### src/rtl/mdu.sv
// Iterative multiply/divide unit producing HI/LO for MULT/MULTU/DIV/DIVU/MTHI/MTLO.
// One operand bit per cycle for 32 cycles, then one sign-fixup/commit cycle.
module mdu (
  input  logic        clk,
  input  logic        rst,
  input  logic        start,
  input  logic [2:0]  MDUOp,
  input  logic [31:0] A,
  input  logic [31:0] B,
  output logic        busy,
  output logic        done,
  output logic [31:0] HI,
  output logic [31:0] LO
);

  typedef enum logic [1:0] {IDLE, MUL, DIV, FIX} state_t;

  state_t      state_reg, state_next;
  logic [4:0]  cnt_reg;
  logic [63:0] acc_reg;
  logic [31:0] opd_reg;
  logic        is_div_reg, neg_q_reg, neg_r_reg, div0_reg;
  logic [31:0] hi_reg, lo_reg;
  logic        done_reg;

  logic        op_signed;
  logic [31:0] mag_a, mag_b;
  logic [32:0] mul_sum;
  logic [63:0] mul_next;
  logic [32:0] div_shift;
  logic        div_ge;
  logic [31:0] div_rem;
  logic [63:0] div_next;
  logic [63:0] prod_fix;
  logic [31:0] quo_fix, rem_fix;

  // MULT and DIV are the even codes among the arithmetic ops
  assign op_signed = ~MDUOp[0];
  assign mag_a = (op_signed && A[31]) ? -A : A;
  assign mag_b = (op_signed && B[31]) ? -B : B;

  // Shift-add: multiplier sits in acc[31:0], partial product grows in acc[63:32]
  assign mul_sum  = {1'b0, acc_reg[63:32]} + (acc_reg[0] ? {1'b0, opd_reg} : 33'd0);
  assign mul_next = {mul_sum, acc_reg[31:1]};

  // Restoring divide: remainder in acc[63:32], dividend shifts out / quotient shifts in at acc[31:0]
  assign div_shift = {acc_reg[63:32], acc_reg[31]};
  assign div_ge    = div_shift >= {1'b0, opd_reg};
  assign div_rem   = div_ge ? (div_shift[31:0] - opd_reg) : div_shift[31:0];
  assign div_next  = {div_rem, acc_reg[30:0], div_ge};

  assign prod_fix = neg_q_reg ? -acc_reg : acc_reg;
  assign quo_fix  = div0_reg ? 32'hFFFF_FFFF : (neg_q_reg ? -acc_reg[31:0] : acc_reg[31:0]);
  assign rem_fix  = neg_r_reg ? -acc_reg[63:32] : acc_reg[63:32];

  always_ff @(posedge clk) begin
    if (rst) state_reg <= IDLE;
    else     state_reg <= state_next;
  end

  always_comb begin
    state_next = state_reg;
    case (state_reg)
      IDLE: begin
        if (start) begin
          case (MDUOp)
            3'b000, 3'b001: state_next = MUL;
            3'b010, 3'b011: state_next = DIV;
            default:        state_next = IDLE;
          endcase
        end
      end
      MUL, DIV: if (cnt_reg == 5'd31) state_next = FIX;
      FIX:      state_next = IDLE;
      default:  state_next = IDLE;
    endcase
  end

  always_ff @(posedge clk) begin
    if (rst) begin
      cnt_reg    <= 5'd0;
      acc_reg    <= 64'd0;
      opd_reg    <= 32'd0;
      is_div_reg <= 1'b0;
      neg_q_reg  <= 1'b0;
      neg_r_reg  <= 1'b0;
      div0_reg   <= 1'b0;
      hi_reg     <= 32'd0;
      lo_reg     <= 32'd0;
      done_reg   <= 1'b0;
    end else begin
      done_reg <= 1'b0;
      case (state_reg)
        IDLE: begin
          if (start) begin
            case (MDUOp)
              3'b000, 3'b001: begin
                acc_reg    <= {32'd0, mag_b};
                opd_reg    <= mag_a;
                cnt_reg    <= 5'd0;
                is_div_reg <= 1'b0;
                neg_q_reg  <= op_signed & (A[31] ^ B[31]);
                neg_r_reg  <= 1'b0;
                div0_reg   <= 1'b0;
              end
              3'b010, 3'b011: begin
                acc_reg    <= {32'd0, mag_a};
                opd_reg    <= mag_b;
                cnt_reg    <= 5'd0;
                is_div_reg <= 1'b1;
                neg_q_reg  <= op_signed & (A[31] ^ B[31]);
                neg_r_reg  <= op_signed & A[31];
                div0_reg   <= (B == 32'd0);
              end
              3'b100:  hi_reg <= A;
              3'b101:  lo_reg <= A;
              default: ;
            endcase
          end
        end
        MUL: begin
          acc_reg <= mul_next;
          cnt_reg <= cnt_reg + 5'd1;
        end
        DIV: begin
          acc_reg <= div_next;
          cnt_reg <= cnt_reg + 5'd1;
        end
        FIX: begin
          if (is_div_reg) begin
            lo_reg <= quo_fix;
            hi_reg <= rem_fix;
          end else begin
            hi_reg <= prod_fix[63:32];
            lo_reg <= prod_fix[31:0];
          end
          done_reg <= 1'b1;
        end
        default: ;
      endcase
    end
  end

  assign busy = (state_reg != IDLE);
  assign done = done_reg;
  assign HI   = hi_reg;
  assign LO   = lo_reg;

endmodule

### config.mk
export PLATFORM = sky130hd
export DESIGN_NAME = mdu
export DESIGN_NICKNAME = d
export VERILOG_FILES = /design/src/rtl/mdu.sv
export SDC_FILE = /design/constraint.sdc
export NUM_CORES = 1
export LEC_CHECK = 0
export BUFFER_PORTS_ARGS = -buffer_cell sky130_fd_sc_hd__buf_2
export CAP_MARGIN = 20
export CORE_MARGIN = 2
export CORE_UTILIZATION = 43
export DETAILED_ROUTE_END_ITERATION = 10
export PLACE_DENSITY = 0.59
export SLEW_MARGIN = 20
export SYNTH_ARGS = -nofsm -noshare
export SYNTH_HDL_FRONTEND = slang
export SYNTH_SLANG_ARGS = --single-unit
### constraint.sdc
create_clock -name clk -period 7.2 [get_ports clk]
set_input_delay 1.08 -clock clk [delete_from_list [all_inputs] [get_ports clk]]
set_output_delay 1.08 -clock clk [all_outputs]
set_load 0.02 [all_outputs]
==> Word level (Yosys, flattened, before mapping) <==
Cells that the tools add are included.
{ "word_totals": {"inputBits": 70, "wordCells": 91, "out_inout_bits": 66, "register_bits": 172} }
{ "classes": {"order_cmp": 1, "reduce_logical": 21, "addsub": 8, "eq_ne": 15, "bitwise": 4, "n_mux": 31} }
{ "op_table": {"columns": ["operator", "n"], "rows": [
  ["32-bit two-way mux", 13],
  ["32-bit case mux with 2 select lines", 3],
  ["64-bit case mux with 3 select lines", 1],
  ["64-bit two-way mux", 2],
  ["32-bit negator", 4],
  ["64-bit case mux with 2 select lines", 1],
  ["64-bit negator", 1],
  ["32-bit by 32-bit adder with 33-bit output", 1],
  ["33-bit by 32-bit greater-or-equal comparator with 1-bit output", 1],
  ["32-bit logical NOT", 1],
  ["32-bit subtractor", 1],
  ["3-bit AND reduction", 6],
  ["5-bit two-way mux", 2],
  ["5-bit case mux with 2 select lines", 1],
  ["2-bit nonzero test", 4],
  ["3-bit by 2-bit equality test with 1-bit output (second input constant)", 2],
  ["3-bit equality test (second input constant)", 2],
  ["2-bit inequality test (second input constant)", 3],
  ["1-bit case mux with 2 select lines", 3],
  ["2-bit case mux with 3 select lines", 1],
  ["2-bit OR reduction", 3],
  ["5-bit by 1-bit adder with 5-bit output (second input constant)", 1],
  ["5-bit equality test (second input constant)", 1],
  ["2-bit equality test (second input constant)", 2],
  ["other kinds (16)", 20]
]} }

==> Depth between registers and ports, before layout <==
Gate-level depths: netlist of the first run.
{ "depth": {"word_depth": 6, "depth_mapped": 14, "depth_no_buf": 12} }

==> Least setup slack after synthesis of the first run <==
Ideal clock, no wire load.
{ "synth_timing": {"kind": "input-to-reg", "startpoint": "input port B[4]", "endpoint": "register opd_reg[27]", "path_buffers": 0, "t_arrival_ps": 3457, "required_ps": 7072, "cell_stages": 9, "path_slack_ps": 3615, "setup_ps": 128, "path_cell_list": "or4_1 nor4_1 and2_1 nand3_1 or3_1 o31ai_1 xnor2_1 a222oi_1 nor2_1"} }
{ "synth_via": {"elab_chain_len": 3} }
{ "synth_lines": {"columns": ["item", "line", "source"], "rows": [
  ["from (decl)", "9", "input logic [31:0] B,"],
  ["32-bit negator", "40", "assign mag_b = (op_signed && B[31]) ? -B : B;"],
  ["32-bit two-way mux", "40", null],
  ["32-bit case mux with 2 select lines", "96", "case (MDUOp)"],
  ["to (signal assigned)", "99", "opd_reg <= mag_a;"],
  ["to (signal assigned)", "108", "opd_reg <= mag_b;"],
  ["to (decl)", "21", "logic [31:0] opd_reg;"]
]} }
Every way passes these cells.
A chain may end at the register's enable or synchronous reset.

==> Final worst setup path of the first run <==
{ "layout_timing": {"startpoint": "register acc_reg[0]", "endpoint": "register acc_reg[58]"} }
{ "layout_via": {"elab_chain_len": 3} }
{ "layout_lines": {"columns": ["item", "line", "source"], "rows": [
  ["from (decl)", "20", "logic [63:0] acc_reg;"],
  ["from (signal assigned)", "98", "acc_reg <= {32'd0, mag_b};"],
  ["from (signal assigned)", "107", "acc_reg <= {32'd0, mag_a};"],
  ["from (signal assigned)", "122", "acc_reg <= mul_next;"],
  ["32-bit two-way mux", "43", "assign mul_sum = {1'b0, acc_reg[63:32]} + (acc_reg[0] ? {1'b0, opd_reg} : 33'd0);"],
  ["32-bit by 32-bit adder with 33-bit output", "43", null],
  ["64-bit case mux with 3 select lines", "93", "case (state_reg)"]
]} }
Every way passes these cells.

==> flow_metrics.env, run 1 <==
export IMPL_dr_pass1_iters=5
export IMPL_wl_per_cell_microns=23.37
export IMPL_synth_adder_area_share_pct=6.605
export IMPL_cts_tree="done"
export IMPL_drive_gt1_share_pct=10.73
export IMPL_grt_pass1_vias=14940
export IMPL_critPathKind="reg2reg"
export IMPL_synthTopCellsByArea="dfxtp_1 23%, a21oi_1 7.0%, ha_1 6.3%"
export IMPL_fin_nets=2221
export IMPL_worstSetupStartpointType="register"
export IMPL_grt_max_degree=91
export IMPL_grt_ovfl_total=0
export IMPL_synth_flop_cell="dfxtp_1"
export IMPL_cts_sinks=172
export IMPL_p_leak_nw=6.712
export IMPL_n_fill_cell=3461
export IMPL_syn_nets=2190
export IMPL_synth_area_sq_um=14810
export IMPL_ys_async_sr_fraction_pct=0
export IMPL_tightest_slew_ns=1.049
export IMPL_fin_crit_sh_pct=57.00
export IMPL_yosysWarningCount=0
export IMPL_power_switching_mw=2.230
export IMPL_required_ns=7.54
export IMPL_grt_pass1_wl_microns=88950
export IMPL_cts_setup_buffers=0
export IMPL_pin_count=136
export IMPL_place_gp_congestion=0.9853
export IMPL_cp_arrival_ns=4.44
export IMPL_synth_xor_area_share_pct=9.874
export IMPL_synth_compound_area_share_pct=31.89
export IMPL_setup_viol=0
export IMPL_synth_seq_cells=172
export IMPL_skew_ns=0.01353
export IMPL_p_int_mw=2.441
export IMPL_cts_buffers=17
export IMPL_numPortBuffers=135
export IMPL_yosysSeqAreaShare_pct=23.25
export IMPL_wl_microns=59240
export IMPL_initial_core_util_pct=43.96
export IMPL_final_core_util_pct=48.49
export IMPL_core_sq_um=33700
export IMPL_critPathCaptureType="register"
export IMPL_diodes=0
export IMPL_insertion_delay_ns=0.45
export IMPL_synth_distinct_cells=75
export IMPL_cts_buffer_depth=2
export IMPL_htree_num_levels=4
export IMPL_dieHeight_microns=189.6
export IMPL_total_power_mw=4.670
export IMPL_worstHoldPathType="reg2reg"
export IMPL_yosys_area_top_type_share_pct=23.25
export IMPL_setup_ws_ns=3.096
export IMPL_hold_violations=0
export IMPL_period_needed_ns=4.104
export IMPL_p_seq_share_pct=27.9
export IMPL_syn_area_per_cell_sq_um=7.251
export IMPL_drv_cap=0
export IMPL_synthSimpleGateAreaFrac_pct=21.78
export IMPL_vias_per_cell=6.354
export IMPL_p_comb_share_pct=50.7
export IMPL_clkTransAtPathRegs_ns=0.07
export IMPL_worstPathMaxFanout=34
export IMPL_drt_iter0_markers=1790
export IMPL_post_cts_resized=0
export IMPL_ir_drop_uv=536.4
export IMPL_power_share_clock_pct=21.5
export IMPL_synth_area_mux_share_pct=1.014
export IMPL_p_per_area_nw_per_um2=285.8
export IMPL_max_freq_mhz=243.7
export IMPL_synth_cells=2043
export IMPL_cp_common_cell="o21ai_0"
export IMPL_synth_top_family_by_area="compound AO/OA/AOI/OAI gates"
export IMPL_place_ws_ns=3.174
export IMPL_max_slew_margin_pct=29.16
export IMPL_status="complete, no violations"
export IMPL_slowest_delay_ns=0.95
export IMPL_slew_viol_final=0
export IMPL_swShare_pct=47.74
export IMPL_antenna_left=0
export IMPL_route_vias_total=16110
export IMPL_cts_root_buf="clkbuf_16"
export IMPL_cpLargestDelayFamily="compound AO/OA/AOI/OAI gates"
export IMPL_rows=67
export IMPL_grt_usage_pct=32.33
export IMPL_hpwl_microns=45990
export IMPL_syn_to_final_growth_pct=10.30
export IMPL_slowest_stage="o41ai_1"
export IMPL_largest_reg_flops=64
export IMPL_worstPathCellList="clkinv_1, buf_4, nor2_1, ha_1, o21ai_0, o21ai_0, and3_1, nor3_1, o41ai_1, a41oi_1, xnor2_1, a222oi_1, nand2b_1"
export IMPL_dieArea_sq_um=35950
export IMPL_remaining_drc_errors=0
export IMPL_antenna_found_initial=1
export IMPL_tns_ns=0
export IMPL_grt_setup_unrepaired="false"
export IMPL_die_w_microns=189.6
export IMPL_synth_edff_count=0
export IMPL_cts_hold_buf=0
export IMPL_critPathBufInv=2
export IMPL_yosysTopAreaCell="dfxtp_1"
[final timing paths]
| check | startpoint | end | slack [ns] | cells past startpoint |
|---|---|---|---|---|
| worst max-delay path | acc_reg[0]$_SDFFE_PP0P_ | acc_reg[58]$_SDFFE_PP0P_ | 3.10 | 13 |
| worst min-delay path | HI[24]$_SDFFE_PP0P_ | HI[24]$_SDFFE_PP0P_ | 0.45 | 1 |
| worst max register to register | acc_reg[0]$_SDFFE_PP0P_ | acc_reg[58]$_SDFFE_PP0P_ | 3.10 | 13 |
| worst min register to register | HI[24]$_SDFFE_PP0P_ | HI[24]$_SDFFE_PP0P_ | 0.45 | 1 |
[synth_stat cells, types with 20 or more instances]
master	n
nand2_1	160
nor3_1	63
nand3_1	34
inv_1	67
clkbuf_1	134
xnor2_1	99
a22o_1	22
nor4_1	26
o211ai_1	23
o221ai_1	25
a21o_1	45
dfxtp_1	172
o31ai_1	29
nor2_1	249
nand4_1	20
a22oi_1	45
a31oi_1	20
a21oi_1	206
xor2_1	68
nor2b_1	21
ha_1	75
a211oi_1	47
o21ai_0	106
nand2b_1	25
[worst reg2reg max path, stage by stage, from the launching register on]
cell and delay [ns]:
dfxtp_1 0.38, clkinv_1 0.07, buf_4 0.38, nor2_1 0.12, ha_1 0.37, o21ai_0 0.11
o21ai_0 0.32, and3_1 0.25, nor3_1 0.10, o41ai_1 0.95, a41oi_1 0.31, xnor2_1 0.21
a222oi_1 0.31, nand2b_1 0.09
[layout make-up]
type | instances | area (sq um) | area share, %
well taps | 448 | 560.5 | 3.431
multi-input cells | 1652 | 10580 | 64.77
inverters | 68 | 255.2 | 1.562
flip-flops and latches | 172 | 3443 | 21.07
clock inverters | 15 | 183.9 | 1.126
repair buffers | 163 | 888.4 | 5.437
clock buffers | 17 | 425.4 | 2.604
[cells by family after synthesis]
family / count (synthesis)
muxes: 15
AOI/OAI and AO/OA: 713
xor gates and xnor gates: 167
adders and majority gates: 77
DFF: 172
and+or+nand+nor: 680
buffers and inverters: 219
[cells in the final DEF (no fill, tap or decap), types with 47 or more instances in the layout]
master and n:
xor2_1 68, nor3_1 63, dfxtp_1 172, nand2_1 160, o21ai_0 106, a21oi_1 205
nor2_1 247, xnor2_1 99, buf_2 134, ha_1 73, a211oi_1 47, inv_1 67
[power by group through the flow]
stage,combinational (mW),sequential [mW],clock [mW]
CTS,2.33,1.29,1.01
detailed placement,2.31,1.31,0
floorplan,1.73,1.22,0
finish,2.37,1.30,1.00
global placement,2.30,1.31,0
global route,2.57,1.32,1.05
[stage by stage]
step	hold WS, ns	cell area (sq um)	instances
3_3_place_gp	0.4295	15730	2503
4_1_cts	0.4524	16340	2535
6_report	0.4497	16340	2535
5_1_grt	0.4666	16340	2535
3_5_place_dp	0.4357	15730	2503
2_1_floorplan	0.4319	14810	2043
[metal layers]
metal  vias up  global-route usage, %  part of all wire (%)
met3       133                  5.313                   7.1
met1      7704                  42.59                    42
met5         -                      0                     0
met4         0                  16.34                   5.5
met2       693                  51.14                    45
li1       7578                      -                     -
Note: power is estimated with default switching activity, not from simulation.
==> run 2: changes to the inputs <==
--- a/config.mk
+++ b/config.mk
@@ -10,7 +10,7 @@
 export CORE_MARGIN = 2
 export CORE_UTILIZATION = 43
 export DETAILED_ROUTE_END_ITERATION = 10
-export PLACE_DENSITY = 0.59
+export PLACE_DENSITY = 0.61
 export SLEW_MARGIN = 20
 export SYNTH_ARGS = -nofsm -noshare
 export SYNTH_HDL_FRONTEND = slang
==> constraint.sdc (replaced) <==
create_clock -name clk -period 3.45 [get_ports clk]
set_input_delay 0.5175 -clock clk [delete_from_list [all_inputs] [get_ports clk]]
set_output_delay 0.5175 -clock clk [all_outputs]
set_load 0.02 [all_outputs]
==> run 2 against run 1 <==
Compared with the run above: routed wire length rose by 5.2%; utilization up 3.0 points; count of clock-buffer cells in the layout unchanged; die area unchanged; global-route usage grew 1.9 points; worst setup slack worse by 2.9 ns; first-iteration DRC count grew 6.0%; worst hold slack worse by 0.058 ns; critical path type unchanged; total power increased by 120%; combinational power rose by 140%; clock power grew 100%.
==> flow_metrics.env, run 2 (synthesis gave the netlist of run 1 again) <==
export IMPL_max_freq_mhz=302.8
export IMPL_initial_core_util_pct=43.96
export IMPL_required_ns=3.78
export IMPL_dr_pass1_iters=6
export IMPL_layoutNonFillerInstCount=2660
export IMPL_worstPathCellList="buf_4, and2_1, ha_1, fa_1, a211oi_1, o21ai_1, o211ai_1, o211ai_1, a31o_2, a21oi_1, o21ai_0, a41oi_1, o211ai_1"
export IMPL_drv_cap=0
export IMPL_dieHeight_microns=189.6
export IMPL_critPathBufInv=1
export IMPL_tightest_slew_ns=1.009
export IMPL_place_gp_congestion=1.009
export IMPL_antenna_found_initial=1
export IMPL_p_int_mw=5.303
export IMPL_critPathKind="reg2reg"
export IMPL_cts_root_buf="clkbuf_16"
export IMPL_cts_buffers=17
export IMPL_rows=67
export IMPL_slowest_stage="fa_1"
export IMPL_power_share_clock_pct=19.7
export IMPL_drive_gt1_share_pct=16.18
export IMPL_layout_commonest_cell="nor2_1"
export IMPL_total_power_mw=10.27
export IMPL_cts_tree="done"
export IMPL_worstPathMaxFanout=3
export IMPL_cts_sinks=172
export IMPL_wl_per_cell_microns=23.44
export IMPL_dp_cells=2628
export IMPL_cts_buffer_depth=2
export IMPL_ir_drop_uv=530.8
export IMPL_setup_viol=0
export IMPL_p_per_area_nw_per_um2=591.8
export IMPL_antenna_left=0
export IMPL_slowest_delay_ns=0.43
export IMPL_hold_violations=0
export IMPL_rrSetupSlack_ns=0.15
export IMPL_cp_common_cell="o211ai_1"
export IMPL_max_slew_margin_pct=32.56
export IMPL_stdcell_area_sq_um=17350
export IMPL_cp_arrival_ns=3.63
export IMPL_grt_setup_unrepaired="true"
export IMPL_remaining_drc_errors=0
export IMPL_skew_ns=0.01039
export IMPL_core_sq_um=33700
export IMPL_numPortBuffers=135
export IMPL_insertion_delay_ns=0.46
export IMPL_p_comb_share_pct=55.1
export IMPL_tns_ns=0
export IMPL_grt_ovfl_total=0
export IMPL_wl_microns=62340
export IMPL_grt_max_degree=92
export IMPL_detailed_place_area_sq_um=16680
export IMPL_diodes=0
export IMPL_die_w_microns=189.6
export IMPL_clkTransAtPathRegs_ns=0.09
export IMPL_dieArea_sq_um=35950
export IMPL_worstSetupStartpointType="register"
export IMPL_grt_usage_pct=34.18
export IMPL_grt_pass1_vias=15970
export IMPL_status="complete, no violations"
export IMPL_hpwl_microns=49610
export IMPL_syn_to_final_growth_pct=17.10
export IMPL_pin_count=136
export IMPL_grt_pass1_wl_microns=94680
export IMPL_critPathCaptureType="register"
export IMPL_p_leak_nw=7.396
export IMPL_swShare_pct=48.34
export IMPL_p_seq_share_pct=25.1
export IMPL_vias_per_cell=6.328
export IMPL_fin_crit_sh_pct=95.72
export IMPL_largest_reg_flops=64
export IMPL_drt_iter0_markers=1897
export IMPL_final_cell_mix="248 x nor2_1, 205 x a21oi_1, 171 x dfxtp_1, 160 x nand2_1, 153 x buf_4"
export IMPL_slew_viol_final=0
export IMPL_worstHoldPathType="in2reg"
export IMPL_power_switching_mw=4.963
export IMPL_period_needed_ns=3.302
export IMPL_htree_num_levels=4
export IMPL_fin_nets=2346
export IMPL_route_vias_total=16830
export IMPL_cpLargestDelayFamily="compound AO/OA/AOI/OAI gates"
## run 2: cell count changes in the layout (fill, tap and decap cells not counted), moves of 2 or more
cell,before,now
bufinv_16,3,0
nor3_1,63,61
o41ai_2,0,2
inv_8,1,7
clkinvlp_4,2,0
clkinv_2,3,0
clkinv_8,0,2
buf_4,29,153
o41ai_1,16,13
## run 2: cell type report
| class | count | area, sq um |
|---|---|---|
| Clock buffer | 17 | 425.4 |
| Fill cell | 3432 | 16350 |
| Sequential cell | 172 | 3447 |
| Clock inverter | 15 | 163.9 |
| Multi-Input combinational cell | 1652 | 10650 |
| Tap cell | 448 | 560.5 |
| Inverter | 68 | 255.2 |
| Timing Repair Buffer | 288 | 1839 |
## run 2: power groups by stage
stage,sequential [mW],combinational [mW],clock [mW]
floorplan,2.55,3.60,0
detailed placement,2.62,5.50,0
finish,2.58,5.66,2.02
CTS,2.57,5.53,2.04
global route,2.61,6.11,2.12
global placement,2.61,5.50,0
## run 2: through the flow
step | util, % | setup WS (ns) | hold slack (ns)
after CTS | 51.24 | 0.02855 | 0.3772
after global routing | 51.47 | 0.002231 | 0.3920
after detailed placement | 49.49 | 0.07819 | 0.4393
after global placement | 49.49 | 0.07188 | 0.4308
after floorplan | - | 0.2247 | 0.4319
final | 51.47 | 0.1475 | 0.3917
## run 2: path summary, 6_finish.rpt
| path | depth (start not counted) | from | endpoint |
|---|---|---|---|
| max | 13 | acc_reg[0]$_SDFFE_PP0P_ | acc_reg[63]$_SDFFE_PP0P_ |
| min | 2 | rst | HI[30]$_SDFFE_PP0P_ |
| max reg2reg | 13 | acc_reg[0]$_SDFFE_PP0P_ | acc_reg[63]$_SDFFE_PP0P_ |
| min reg2reg | 2 | LO[2]$_SDFFE_PP0P_ | LO[2]$_SDFFE_PP0P_ |
## run 2: routing by layer
| layer | GRT usage (%) | wire, microns | up-vias |
|---|---|---|---|
| li1 | - | - | 7831 |
| met1 | 44.11 | 25810 | 8033 |
| met2 | 55.28 | 28580 | 797 |
| met3 | 5.147 | 4477 | 170 |
| met4 | 17.83 | 3470 | 2 |
| met5 | 0 | 13 | - |
## run 2: worst register-to-register path, delay by kind of cell (launching register included)
kind / cells / cell delay (ns)
AO/OA/AOI/OAI: 9 / 1.93
adder cells (fa/ha/maj): 2 / 0.65
flip-flops: 1 / 0.32
AND/OR/NAND/NOR: 1 / 0.15
buffers and inverters: 1 / 0.13
## run 2: timing repair
item                       CTS  global route
hold buffers                 0             0
setup buffers                0             0
gates resized for setup      0            15
setup endpoints to repair    0            14
==> run 3: changes to the inputs <==
--- a/config.mk
+++ b/config.mk
@@ -9,6 +9,7 @@
 export CAP_MARGIN = 20
 export CORE_MARGIN = 2
 export CORE_UTILIZATION = 43
+export CTS_CLUSTER_SIZE = 10
 export DETAILED_ROUTE_END_ITERATION = 10
 export PLACE_DENSITY = 0.61
 export SLEW_MARGIN = 20
==> constraint.sdc (replaced) <==
create_clock -name clk -period 3.45 [get_ports clk]
set_input_delay 0.345 -clock clk [delete_from_list [all_inputs] [get_ports clk]]
set_output_delay 0.345 -clock clk [all_outputs]
set_load 0.02 [all_outputs]
==> run 3 against run 2 <==
Compared with the run above: sequential cell count stayed put; sequential power is essentially flat; total power decreased by 0.76%; routed wire length is 0.59% higher; critical path type unchanged; critical endpoint is now HI[30]$_SDFFE_PP0P_.
==> flow_metrics.env, run 3 (synthesis gave the netlist of run 1 again) <==
export IMPL_cts_tree="done"
export IMPL_final_cell_mix="248 x nor2_1, 204 x a21oi_1, 172 x dfxtp_1, 160 x nand2_1, 134 x buf_2"
export IMPL_dr_pass1_iters=8
export IMPL_drt_iter0_markers=1973
export IMPL_cts_sinks=172
export IMPL_worstPathCellList="or3_4, or4_4, or4_4, or3_4, or4_4, o21ai_2, a32oi_1, xnor2_1, a311oi_1"
export IMPL_fin_nets=2326
export IMPL_cts_buffers=17
export IMPL_worstHoldPathType="in2reg"
export IMPL_drive_gt1_share_pct=15.37
export IMPL_wl_microns=62710
export IMPL_required_ns=3.82
export IMPL_grt_usage_pct=34.27
export IMPL_detailed_place_area_sq_um=16540
export IMPL_slowest_delay_ns=0.52
export IMPL_dp_cells=2608
export IMPL_grt_ovfl_total=0
export IMPL_cpLargestDelayFamily="simple AND/OR/NAND/NOR gates"
export IMPL_antenna_found_initial=0
export IMPL_worstSetupStartpointType="register"
export IMPL_numPortBuffers=135
export IMPL_drv_cap=0
export IMPL_hold_violations=0
export IMPL_p_per_area_nw_per_um2=593.2
export IMPL_layout_commonest_cell="nor2_1"
export IMPL_dieHeight_microns=189.6
export IMPL_critPathBufInv=0
export IMPL_cts_setup_buffers=0
export IMPL_dieArea_sq_um=35950
export IMPL_stdcell_area_sq_um=17170
export IMPL_max_slew_margin_pct=28.40
export IMPL_slowest_stage="or4_4"
export IMPL_clkTransAtPathRegs_ns=0.08
export IMPL_core_sq_um=33700
export IMPL_largest_reg_flops=64
export IMPL_cp_common_cell="or4_4"
export IMPL_route_vias_total=16750
export IMPL_htree_num_levels=4
export IMPL_slew_viol_final=0
export IMPL_status="complete, no violations"
export IMPL_period_needed_ns=3.348
export IMPL_antenna_left=0
export IMPL_vias_per_cell=6.344
export IMPL_grt_setup_unrepaired="true"
export IMPL_tightest_slew_ns=1.072
export IMPL_p_leak_nw=7.257
export IMPL_hpwl_microns=49330
export IMPL_initial_core_util_pct=43.96
export IMPL_fin_crit_sh_pct=97.04
export IMPL_cts_buffer_depth=2
export IMPL_grt_pass1_vias=15710
export IMPL_syn_to_final_growth_pct=15.94
export IMPL_ir_drop_uv=431.5
export IMPL_wl_per_cell_microns=23.74
export IMPL_critPathCaptureType="register"
export IMPL_remaining_drc_errors=0
export IMPL_place_gp_congestion=0.9882
export IMPL_cts_root_buf="clkbuf_16"
export IMPL_die_w_microns=189.6
export IMPL_cp_arrival_ns=3.72
export IMPL_worstPathMaxFanout=5
export IMPL_pin_count=136
export IMPL_insertion_delay_ns=0.47
export IMPL_rows=67
export IMPL_layoutNonFillerInstCount=2641
export IMPL_grt_pass1_wl_microns=94190
export IMPL_cts_hold_buf=0
export IMPL_grt_max_degree=83
export IMPL_critPathKind="reg2reg"
export IMPL_setup_viol=0
export IMPL_skew_ns=0.01186
export IMPL_max_freq_mhz=298.7
==> run 3: worst reg2reg max path: stages, from the launching register on <==
cell and delay (ns):
dfxtp_1 0.31, or3_4 0.41, or4_4 0.45, or4_4 0.48
or3_4 0.38, or4_4 0.52, o21ai_2 0.15, a32oi_1 0.11
xnor2_1 0.17, a311oi_1 0.27
==> run 3: metrics by stage <==
| stage | power, mW | util, % | setup slack (ns) | TNS, ns | hold slack, ns |
|---|---|---|---|---|---|
| after floorplan | 6.147 | - | 0.2247 | 0 | 0.4319 |
| after global placement | 8.031 | 49.08 | 0.02645 | 0 | 0.4303 |
| after detailed placement | 8.059 | 49.08 | 0.04018 | 0 | 0.4340 |
| after CTS | 10.05 | 50.78 | 0.01047 | 0 | 0.2324 |
| after global routing | 10.72 | 50.95 | -0.04766 | -0.1145 | 0.2479 |
| final | 10.19 | 50.96 | 0.1020 | 0 | 0.2415 |
==> run 3: path summary, 6_finish.rpt <==
kind                       startpoint                    end  slack, ns  depth (start not counted)
max          acc_reg[49]$_SDFFE_PP0P_    HI[30]$_SDFFE_PP0P_       0.10                          9
min                             B[30]  div0_reg$_SDFFE_PP0P_       0.24                          4
max reg2reg  acc_reg[49]$_SDFFE_PP0P_    HI[30]$_SDFFE_PP0P_       0.10                          9
min reg2reg       HI[19]$_SDFFE_PP0P_    HI[19]$_SDFFE_PP0P_       0.45                          1
==> run 3: timing repair <==
action	4_1_cts	5_1_grt
hold endpoints to repair	0	0
endpoints found under the setup margin	0	14
resized for setup	0	12
==> run 3: routing by layer <==
metal | up-vias | global-route usage [%] | wire [microns]
met5 | - | 0 | 0
met4 | 0 | 17.35 | 3295
met3 | 147 | 4.187 | 4335
met2 | 779 | 56.27 | 29110
met1 | 8038 | 44.36 | 25970
li1 | 7790 | - | -
==> run 3: power by group <==
part	leakage [nW]	switching (mW)	internal, mW
clock network	0.273	1.02	0.962
logic	5.59	3.62	2.03
registers	1.40	0.297	2.26
==> run 3: layout make-up <==
type	count	area, sq um
Multi-Input combinational cell	1652	10630
Antenna cell	1	2.502
Clock inverter	15	147.6
Inverter	68	255.2
Clock buffer	17	425.4
Tap cell	448	560.5
Timing Repair Buffer	268	1705
Sequential cell	172	3443
Fill cell	3421	16530
